`config.mk`:
```
export PLATFORM = sky130hd
export DESIGN_NAME = wb_port_arbiter
export DESIGN_NICKNAME = d
export VERILOG_FILES = /design/src/rtl/wb_arb_pkg.sv /design/src/rtl/wb_pending_fifo.sv /design/src/rtl/wb_port_arbiter.sv
export SDC_FILE = /design/constraint.sdc
export NUM_CORES = 1
export LEC_CHECK = 0
export BUFFER_PORTS_ARGS = -buffer_cell sky130_fd_sc_hd__clkbuf_2
export CAP_MARGIN = 40
export CORE_MARGIN = 1
export CORE_UTILIZATION = 35
export DETAILED_ROUTE_END_ITERATION = 7
export PLACE_DENSITY = 0.62
export REMOVE_ABC_BUFFERS = 1
export SYNTH_ARGS = -nofsm -noshare
export SYNTH_HDL_FRONTEND = slang
export SYNTH_HIERARCHICAL = 1
export SYNTH_SLANG_ARGS = --single-unit
```
`constraint.sdc`:
```
create_clock -name i_clk -period 3.55 [get_ports i_clk]
set_input_delay 0.5325 -clock i_clk [delete_from_list [all_inputs] [get_ports i_clk]]
set_output_delay 0.5325 -clock i_clk [all_outputs]
set_load 0.03 [all_outputs]
```
`src/rtl/wb_arb_pkg.sv`:
```
// Shared types and constants for the write-back port arbiter.
package wb_arb_pkg;

  localparam int unsigned RD_W = 5;
  localparam int unsigned DW   = 64;

  localparam logic [RD_W-1:0] REG_X0 = '0;

  // One buffered long-latency result.
  typedef struct packed {
    logic            valid;
    logic            killed;
    logic [RD_W-1:0] rd;
    logic [DW-1:0]   data;
  } wb_entry_t;

endpackage

```
`src/rtl/wb_pending_fifo.sv`:
```
// Pending-result storage: circular buffer with a kill-by-address broadcast
// and a parallel destination match for the hazard query.
module wb_pending_fifo
  import wb_arb_pkg::*;
#(
  parameter  int unsigned DEPTH = 4,
  localparam int unsigned PTR_W = $clog2(DEPTH),
  localparam int unsigned CNT_W = PTR_W + 1
) (
  input  logic             clk_i,
  input  logic             rst_ni,
  input  logic             push_i,
  input  logic [RD_W-1:0]  push_rd_i,
  input  logic [DW-1:0]    push_data_i,
  input  logic             pop_i,
  input  logic             kill_en_i,
  input  logic [RD_W-1:0]  kill_addr_i,
  input  logic [RD_W-1:0]  chk_addr_i,
  output wb_entry_t        head_o,
  output logic [CNT_W-1:0] count_o,
  output logic             chk_hit_o
);

  logic [DEPTH-1:0] valid_q;
  logic [DEPTH-1:0] killed_q;
  logic [RD_W-1:0]  rd_q   [DEPTH];
  logic [DW-1:0]    data_q [DEPTH];
  logic [PTR_W-1:0] rd_ptr_q;
  logic [PTR_W-1:0] wr_ptr_q;
  logic [CNT_W-1:0] count_q;
  logic             push_kill;
  logic             hit;

  // A result arriving in the same cycle as a younger pipe write to its rd is dead on arrival.
  assign push_kill = kill_en_i && (push_rd_i == kill_addr_i);

  // Entry flags: kill broadcast, pop clears the head, push fills the tail.
  always_ff @(posedge clk_i or negedge rst_ni) begin
    if (!rst_ni) begin
      valid_q  <= '0;
      killed_q <= '0;
    end else begin
      for (int i = 0; i < DEPTH; i++) begin
        if (kill_en_i && valid_q[i] && (rd_q[i] == kill_addr_i)) killed_q[i] <= 1'b1;
      end
      if (pop_i) valid_q[rd_ptr_q] <= 1'b0;
      if (push_i) begin
        valid_q[wr_ptr_q]  <= 1'b1;
        killed_q[wr_ptr_q] <= push_kill;
      end
    end
  end

  // Payload is only meaningful under a set valid flag, so it needs no reset.
  always_ff @(posedge clk_i) begin
    if (push_i) begin
      rd_q[wr_ptr_q]   <= push_rd_i;
      data_q[wr_ptr_q] <= push_data_i;
    end
  end

  // Pointers wrap naturally at the power-of-two depth; count tracks occupancy.
  always_ff @(posedge clk_i or negedge rst_ni) begin
    if (!rst_ni) begin
      rd_ptr_q <= '0;
      wr_ptr_q <= '0;
      count_q  <= '0;
    end else begin
      if (push_i) wr_ptr_q <= wr_ptr_q + 1'b1;
      if (pop_i)  rd_ptr_q <= rd_ptr_q + 1'b1;
      case ({push_i, pop_i})
        2'b10:   count_q <= count_q + 1'b1;
        2'b01:   count_q <= count_q - 1'b1;
        default: count_q <= count_q;
      endcase
    end
  end

  // Parallel match of all live entries against the hazard query address.
  always_comb begin
    hit = 1'b0;
    for (int i = 0; i < DEPTH; i++) begin
      if (valid_q[i] && !killed_q[i] && (rd_q[i] == chk_addr_i)) hit = 1'b1;
    end
  end

  assign chk_hit_o = (chk_addr_i != REG_X0) && hit;

  assign head_o.valid  = valid_q[rd_ptr_q];
  assign head_o.killed = killed_q[rd_ptr_q];
  assign head_o.rd     = rd_q[rd_ptr_q];
  assign head_o.data   = data_q[rd_ptr_q];
  assign count_o       = count_q;

endmodule

```
`src/rtl/wb_port_arbiter.sv`:
```
// Shares the register-file write port between the in-order write-back stage
// and buffered long-latency results; forces a stall when the buffer head
// starves or the buffer fills.
module wb_port_arbiter
  import wb_arb_pkg::*;
#(
  parameter int unsigned DATA_WIDTH = 64,
  parameter int unsigned REG_ADDR_W = 5,
  parameter int unsigned FIFO_DEPTH = 4,
  parameter int unsigned STARVE_MAX = 8
) (
  input  logic                  i_clk,
  input  logic                  i_arstn,
  input  logic                  i_pipe_we,
  input  logic [REG_ADDR_W-1:0] i_pipe_rd_addr,
  input  logic [DATA_WIDTH-1:0] i_pipe_result,
  input  logic                  i_mc_valid,
  output logic                  o_mc_ready,
  input  logic [REG_ADDR_W-1:0] i_mc_rd_addr,
  input  logic [DATA_WIDTH-1:0] i_mc_result,
  output logic                  o_rf_we,
  output logic [REG_ADDR_W-1:0] o_rf_addr,
  output logic [DATA_WIDTH-1:0] o_rf_data,
  output logic                  o_stall_wb,
  input  logic [REG_ADDR_W-1:0] i_chk_addr,
  output logic                  o_chk_pending
);

  localparam int unsigned CNT_W = $clog2(FIFO_DEPTH) + 1;
  localparam int unsigned AGE_W = $clog2(STARVE_MAX + 1);

  // Long-latency handshake: a result transfers on a cycle where i_mc_valid and
  // o_mc_ready are both high; o_mc_ready depends only on registered occupancy.

  wb_entry_t        head;
  logic [CNT_W-1:0] count;
  logic [AGE_W-1:0] age_q, age_d;
  logic             head_live, head_drop, forced, pipe_wr;
  logic             head_grant, pop, push;

  // Live heads need the port; killed or x0 heads are discarded without it.
  assign head_live  = head.valid && !head.killed && (head.rd != REG_X0);
  assign head_drop  = head.valid && (head.killed || (head.rd == REG_X0));
  assign forced     = head_live && ((count == CNT_W'(FIFO_DEPTH)) ||
                                    (age_q == AGE_W'(STARVE_MAX)));
  assign pipe_wr    = !forced && i_pipe_we && (i_pipe_rd_addr != REG_X0);
  assign head_grant = head_live && (forced || !pipe_wr);
  assign pop        = head_grant || head_drop;
  assign o_mc_ready = (count < CNT_W'(FIFO_DEPTH));
  assign push       = i_mc_valid && o_mc_ready;
  assign o_stall_wb = forced;

  wb_pending_fifo #(.DEPTH(FIFO_DEPTH)) u_fifo (
    .clk_i       (i_clk),
    .rst_ni      (i_arstn),
    .push_i      (push),
    .push_rd_i   (i_mc_rd_addr),
    .push_data_i (i_mc_result),
    .pop_i       (pop),
    .kill_en_i   (pipe_wr),
    .kill_addr_i (i_pipe_rd_addr),
    .chk_addr_i  (i_chk_addr),
    .head_o      (head),
    .count_o     (count),
    .chk_hit_o   (o_chk_pending)
  );

  // Age of the current head: counts refused cycles, restarts for each new head.
  always_comb begin
    age_d = age_q;
    if (pop || !head_live)              age_d = '0;
    else if (age_q != AGE_W'(STARVE_MAX)) age_d = age_q + 1'b1;
  end

  // Age register.
  always_ff @(posedge i_clk or negedge i_arstn) begin
    if (!i_arstn) age_q <= '0;
    else          age_q <= age_d;
  end

  // Write-port mux: pipe path is purely combinational, no added latency.
  always_comb begin
    o_rf_we   = 1'b0;
    o_rf_addr = '0;
    o_rf_data = '0;
    if (pipe_wr) begin
      o_rf_we   = 1'b1;
      o_rf_addr = i_pipe_rd_addr;
      o_rf_data = i_pipe_result;
    end else if (head_grant) begin
      o_rf_we   = 1'b1;
      o_rf_addr = head.rd;
      o_rf_data = head.data;
    end
  end

endmodule

```
After elaboration in Yosys (flattened, before gate mapping)
Memories as Yosys holds them, arrays and structs flattened.
Cells that the tools add are included.
Cells by class
  magnitude comparators: 5
  add/subtract/negate cells: 5
  multiplexer cells: 31
  reductions and logical operators: 47
  bitwise operators: 3
  eq/ne operators: 14
Operator list (number)
  two-way mux 64 bit: 2
  == test 5 bit: 9
  logical AND 1 bit: 28
  two-way mux 4 bit: 5
  two-way mux 1 bit: 16
  nonzero test 5 bit: 3
  two-way mux 5 bit: 2
  logical NOT 1 bit: 8
  less-than comparator 2 x 3 -> 1 bit, second input constant: 2
  one-hot mux 3 bit (2 select lines): 1
  logical NOT 5 bit: 1
  logical OR 1 bit: 5
  adder 2 x 1 -> 2 bit, second input constant: 2
  adder 4 x 1 -> 4 bit, second input constant: 1
  AND 4 bit: 1
  binary-select mux 1 bit (select 2 bit): 2
  bitwise mux 4 bit: 1
  demux 1 bit (select 2 bit): 2
  == test 4 bit, second input constant: 1
  >= comparator 2 x 1 -> 1 bit, second input constant: 2
  != test 4 bit, second input constant: 1
  NOT 4 bit: 1
  OR 4 bit: 1
  nonzero test 2 bit: 2
  6 further kinds: 6
Word-level totals
  output and inout port bits: 73
  memories: 2
  RAM bits: 276
  input bits: 147
  bits in registers: 19
Memories
  u_fifo.data_q: depth 4, bits a word 64, read ports 1, clocked after Yosys merged registers in 0, write ports 1, line wb_pending_fifo.sv:27  | logic [DW-1:0] data_q [DEPTH];
  u_fifo.rd_q: depth 4, bits a word 5, read ports 5, clocked after Yosys merged registers in 0, write ports 1, line wb_pending_fifo.sv:26  | logic [RD_W-1:0] rd_q [DEPTH];

Longest topological paths before layout
Gate-level depths: netlist of run 1.
  depth after elaboration: 16
  depth in mapped cells: 12

Cells and area by module
The synthesis of run 1 kept the hierarchy.
By module, submodules not included
  wb_pending_fifo: cells an instance 508, area each 11347.1 µm², sequential area each 8663.3 µm², times used 1
  wb_port_arbiter: cells an instance 120, area each 1039.7 µm², sequential area each 100.1 µm², times used 1

Worst setup path before layout of run 1
Ideal clock, no wire load.
  path kind: flip-flop to output port
  start point: register u_fifo.rd_ptr_q[0]
  end point: output o_rf_data[0]
  data arrival time: 2745 ps
  buffers on the path: 4
  setup slack: 272 ps
  stages on the path, launching flop included: 10
  required time: 3017 ps
  path through: dfrtp_1 > buf_4 > buf_6 > mux4_2 > or4_4 > o21a_1 > a21oi_2 > buf_4 > buf_6 > a22o_1
RTL lines
  from (decl): line wb_pending_fifo.sv:28  | logic [PTR_W-1:0] rd_ptr_q;
  from (signal assigned): line wb_pending_fifo.sv:70  | if (pop_i) rd_ptr_q <= rd_ptr_q + 1'b1;
  to (decl): line wb_port_arbiter.sv:23  | output logic [DATA_WIDTH-1:0] o_rf_data,

==> flow_metrics.tcl, run 1 <==
set metrics [dict create \
    worst_pin_slew_ns 0.781 \
    grt_max_degree 60 \
    p_per_area_nw_per_um2 806 \
    fin_crit_sh 1.07 \
    drive_above_1_share 0.420 \
    core_um2 34700 \
    path_cells "mux4_2, or4_4, buf_4, o21ai_4, a21oi_4, buf_12, a22o_1, clkbuf_8" \
    vias 6864 \
    antenna_left 0 \
    ir_drop_mv 0.569 \
    cp-start-kind "flip-flop" \
    async_flop_share 0.0644 \
    setup_slack_ns -0.233 \
    cts_root_buf "clkbuf_16" \
    worstPathRequired_ns 3.02 \
    gp_congestion 0.847 \
    diodes 0 \
    first_pass_iters 4 \
    worstPathMaxFanout 22 \
    track_usage 0.155 \
    cts_max_path_buffers 3 \
    layout_min_cycle_time_ns 3.78 \
    start_util 0.357 \
    setup.worst_path.class "flip-flop to output port" \
    syn-cell-area_um2 12400 \
    slew_headroom 0.477 \
    grt_pass1_vias 7121 \
    h-tree-depth 1 \
    syn2layout_area_growth_pct 28.0 \
    syn_inst 628 \
    end_kind "output port" \
    antenna_found_initial 0 \
    dieArea_um2 36100 \
    synth_ff_type "edfxtp_1" \
    violations "setup timing" \
    port-buffer-count 219 \
    outcome "finished with violations" \
    cts_buffers 31 \
    setup_viol 69 \
    layout_common_cells "276 x edfxtp_1, 149 x clkbuf_2, 71 x mux4_2" \
    p_total_uw 12800 \
    total_leakage_power_uw 0.00567 \
    wl_per_cell_um 20.6 \
    dieWidth_um 190 \
    final_nets 1036 \
    placed_area_um2 14100 \
    synth_cell_types 37 \
    min_path_type "input pin to flip-flop" \
    die_h_um 190 \
    slew_viol_final 0 \
    syn_area_per_cell_um2 19.7 \
    fmax_mhz 264 \
    cts_tree "done" \
    ys_ff_latch 295 \
    slowest_stage "mux4_2" \
    dp_hpwl_um 16600 \
    skew_ns 0.0142 \
    stdcell_area_um2 15900 \
    path_clk_slew_ns 0.06 \
    max-cap-violations 0 \
    synth-edff-count 276 \
    ys_seq_area_frac 0.707 \
    grt_pass1_wl_um 42100 \
    avgViaCountPerCell 5.07 \
    grt-ovfl-total 0 \
    cts.sinks 295 \
    finalHoldViolations 0 \
    drt_wl_total_um 27900 \
    drc 0 \
    clock_latency_ns 0.57 \
    num_rows 68 \
    final_common_cell "edfxtp_1" \
    cpPeakStageDelay_ns 0.55 \
    io_pins 220 \
    drtIter0Drc 325 \
    fillers 3006 \
    rsz0062_at_grt "yes" \
    crit_arrival_ns 3.25 \
    ys.warnings.count 6 \
]
-- final cells by class --
| cell class | count | area [um^2] | share of cell area |
|---|---|---|---|
| timing repair buffer | 255 | 2190 | 0.138 |
| inverter | 13 | 48.8 | 0.00308 |
| clock buffer | 38 | 802 | 0.0506 |
| multi-input combinational | 281 | 3320 | 0.210 |
| clock inverter | 18 | 151 | 0.00955 |
| tap | 455 | 569 | 0.0359 |
| sequential | 295 | 8770 | 0.553 |
-- flip-flops by register name (all words and copies together) (netlist names) --
signal / cells
u_fifo/data_q: 256
u_fifo/rd_q: 20
age_q: 4
u_fifo/killed_q: 4
u_fifo/valid_q: 4
u_fifo/count_o: 3
u_fifo/rd_ptr_q: 2
u_fifo/wr_ptr_q: 2
-- what timing repair did --
| item | in CTS | in global routing |
|---|---|---|
| gates cloned | 5 | 0 |
| resized for setup | 140 | 31 |
| hold endpoints to repair | 19 | 0 |
| setup buffers | 8 | 0 |
| setup endpoints to repair | 69 | 70 |
| hold buffers | 1 | 0 |
| pin swaps | 5 | 0 |
-- Yosys cell counts, drive strengths merged (4+ instances only) --
master  instances  area, um^2
edfxtp        276        8290
mux4           71        1600
a22o           64         561
buf            39         297
xnor2          39         342
dfrtp          19         475
inv            13        48.8
xor2           13         121
ha             11         138
nand2          10        37.5
nor3            9        45.0
nand4           8        50.1
nor2            8        30.0
a21oi           7        42.5
nand3           6        30.0
a32o            5        50.1
a21o            4        30.0
and2            4        25.0
nor4b           4        35.0
o21ai           4        23.8
-- metal layers --
metal  vias up  track usage  part of all wire
met4         0       0.0403             0.024
met3        41       0.0284             0.052
met1      3529        0.200              0.42
li1       3089            -                 -
met5         -            0                 0
met2       205        0.267              0.50
-- worst max-delay path, delay by kind of cell (launching register included) --
kind            cells  cell delay, ns
compound gates      3            0.49
mux                 1            0.55
buf+inv             3            0.55
flops               1            0.50
simple gates        1            0.55
-- path summary, 6_finish.rpt --
path,start,end,slack [ns],cells past startpoint
worst max-delay path,u_fifo/rd_ptr_q[0],o_rf_data[4],-0.23,8
worst min-delay path,i_mc_result[17],u_fifo/data_q[2][17],0.18,1
worst max register to register,u_fifo/rd_ptr_q[0],u_fifo/count_o[2],0.34,11
worst min register to register,age_q[0],age_q[0],0.50,1
max in group asynchronous,i_arstn,u_fifo/rd_ptr_q[1],2.69,2
min in group asynchronous,i_arstn,u_fifo/wr_ptr_q[1],0.47,2
-- where the power goes --
part           switching [uW]  internal (uW)
logic                    2700           2420
registers                 239           4390
clock network            1280           1750
total                    4220           8560
-- cell families (layout without fill, tap and decap cells) --
group           Yosys count  count (layout)  share of synthesized area
simple gates             55              55                     0.0239
mux                      72              72                      0.130
flops                   295             295                      0.707
compound gates           89              90                     0.0604
fa+ha+maj                12              12                     0.0127
buf+inv                  53             324                     0.0282
xor+xnor                 52              52                     0.0374
-- through the flow --
| step | setup TNS, ns | instances | hold slack [ns] | setup slack, ns | utilization |
|---|---|---|---|---|---|
| 2_1_floorplan | -251.96 | 588 | 0.237 | -3.24 | - |
| 3_3_place_gp | 0 | 1284 | 0.492 | 0.222 | 0.404 |
| 3_5_place_dp | 0 | 1285 | 0.494 | 0.185 | 0.405 |
| 4_1_cts | -17.22 | 1355 | 0.149 | -0.275 | 0.455 |
| 5_1_grt | -20.51 | 1355 | 0.156 | -0.325 | 0.457 |
| 6_report | -14.16 | 1355 | 0.184 | -0.233 | 0.457 |
Power figures use the tool's default switching activity.
==> run 2: changes to the inputs <==
CTS_BUF_LIST = sky130_fd_sc_hd__clkbuf_2   (was not set)
GPL_ROUTABILITY_DRIVEN = 1   (was not set)
==> flow_metrics.tcl, run 2 (same netlist as run 1, synthesis figures left out) <==
set metrics [dict create \
    cts_max_path_buffers 3 \
    clock_latency_ns 0.91 \
    drive_above_1_share 0.437 \
    outcome "finished with violations" \
    largest_reg_flops 256 \
    first_pass_iters 4 \
    wl_per_cell_um 19.2 \
    start_util 0.357 \
    dieArea_um2 36100 \
    dp_cells 1285 \
    track_usage 0.164 \
    cts.sinks 295 \
    final_common_cell "edfxtp_1" \
    utilization 0.472 \
    violations "setup timing" \
    worst_pin_slew_ns 0.752 \
    slew_headroom 0.497 \
    drt_wl_total_um 29000 \
    dp_hpwl_um 16600 \
    setup_slack_ns -0.571 \
    avgViaCountPerCell 4.90 \
    cp-start-kind "flip-flop" \
    drtIter0Drc 320 \
    antenna_left 0 \
    drc 0 \
    fmax_mhz 243 \
    fillers 3005 \
    gp_congestion 0.847 \
    path_clk_slew_ns 0.09 \
    cts_root_buf "clkbuf_2" \
    largest-register "u_fifo/data_q" \
    grt-ovfl-total 0 \
    grt_max_degree 60 \
    total_leakage_power_uw 0.00606 \
    worstPathMaxFanout 22 \
    ir_drop_mv 0.558 \
    num_rows 68 \
    grt_pass1_wl_um 44100 \
    core_um2 34700 \
    die_h_um 190 \
    h-tree-depth 3 \
    p_per_area_nw_per_um2 747 \
    worstPathRequired_ns 3.02 \
    grt_pass1_vias 7840 \
    min_path_type "input pin to asynchronous set/reset pin" \
    layout_min_cycle_time_ns 4.12 \
    skew_ns 0.0749 \
    setup.worst_path.class "flip-flop to output port" \
    fin_crit_sh 1.16 \
    cts_tree "done" \
    reg_top3 "u_fifo/data_q (256), u_fifo/rd_q (20)" \
    crit_arrival_ns 3.59 \
    finalHoldViolations 0 \
    port-buffer-count 219 \
    setup_viol 71 \
    layout_common_cells "276 x edfxtp_1, 260 x clkbuf_2, 72 x dlygate4sd3_1" \
    final_nets 1154 \
    io_pins 220 \
    antenna_found_initial 1 \
    vias 7399 \
    rsz0062_at_grt "yes" \
    cts_buffers 78 \
    dieWidth_um 190 \
    slew_viol_final 0 \
    end_kind "output port" \
    max-cap-violations 0 \
    syn2layout_area_growth_pct 32.2 \
    stdcell_count 1509 \
]
run 2: cell types whose count changed in the layout (fill, tap and decap cells not counted), moves of 7 or more:
| cell | change |
|---|---|
| clkbuf_1 | -7 |
| clkbuf_16 | -31 |
| clkbuf_2 | +111 |
| clkinv_1 | +9 |
| dlygate4sd3_1 | +71 |
run 2: what timing repair did:
action / in CTS / in global routing
cloned: 5 / 0
endpoints found under the hold margin: 296 / 0
gates resized for setup: 140 / 32
endpoints found under the setup margin: 71 / 71
pin swaps: 5 / 0
buffers inserted: 8 / 0
hold buffers: 72 / 0
run 2: final cells by class:
cell class                 count  area, um^2  area share
sequential                   295        8770       0.536
multi-input combinational    281        3330       0.203
timing repair buffer         326        2900       0.177
tap                          455         569      0.0348
clock buffer                 111         556      0.0339
clock inverter                27         194      0.0118
inverter                      13        48.8     0.00298
antenna                        1        2.50    0.000153
run 2: worst max-delay path, stage by stage, from the launching register on:
cell and delay, ns:
dfrtp_4 0.50, mux4_2 0.55, or4_4 0.55, buf_4 0.16, o21ai_4 0.18, a21oi_4 0.10, buf_12 0.23, a22o_1 0.21
clkbuf_8 0.16
run 2: metrics by stage:
stage                     setup TNS [ns]  total power [uW]  worst slack (ns)  cell area, um^2  hold WS, ns
after floorplan                  -251.96              7700             -3.24            12100        0.237
after global placement                 0              8930             0.222            14000        0.492
after detailed placement               0              9000             0.185            14100        0.494
after CTS                         -50.17             12300            -0.741            16300       0.0279
after global routing              -52.09             12900            -0.773            16400       0.0938
final                             -37.93             12200            -0.571            16400        0.144
run 2: where the power goes:
group / internal, uW / leakage [uW] / switching [uW] / total (uW)
Sequential: 4380 / 0.00274 / 237 / 4620
Clock: 1060 / 0.000552 / 1360 / 2420
Combinational: 2470 / 0.00277 / 2710 / 5190
Total: 7920 / 0.00606 / 4310 / 12200
run 2: worst paths after layout:
path / from / endpoint / slack (ns) / depth (start not counted)
min in group i_clk: i_pipe_rd_addr[0] / u_fifo/killed_q[0] / 0.30 / 5
min reg2reg: age_q[0] / age_q[0] / 0.50 / 1
max in group asynchronous: i_arstn / u_fifo/rd_ptr_q[0] / 2.33 / 3
max: u_fifo/rd_ptr_q[0] / o_rf_data[20] / -0.57 / 8
min: i_arstn / age_q[1] / 0.14 / 2
max reg2reg: u_fifo/rd_ptr_q[0] / u_fifo/count_o[2] / 0.30 / 11
run 2: routing by layer:
metal | share of wire | track usage | wire, um | vias to the layer above
li1 | - | - | - | 3378
met1 | 0.42 | 0.203 | 12100 | 3750
met2 | 0.50 | 0.271 | 14600 | 237
met3 | 0.058 | 0.0448 | 1690 | 34
met4 | 0.019 | 0.0698 | 563 | 0
met5 | 0 | 0 | 0 | -
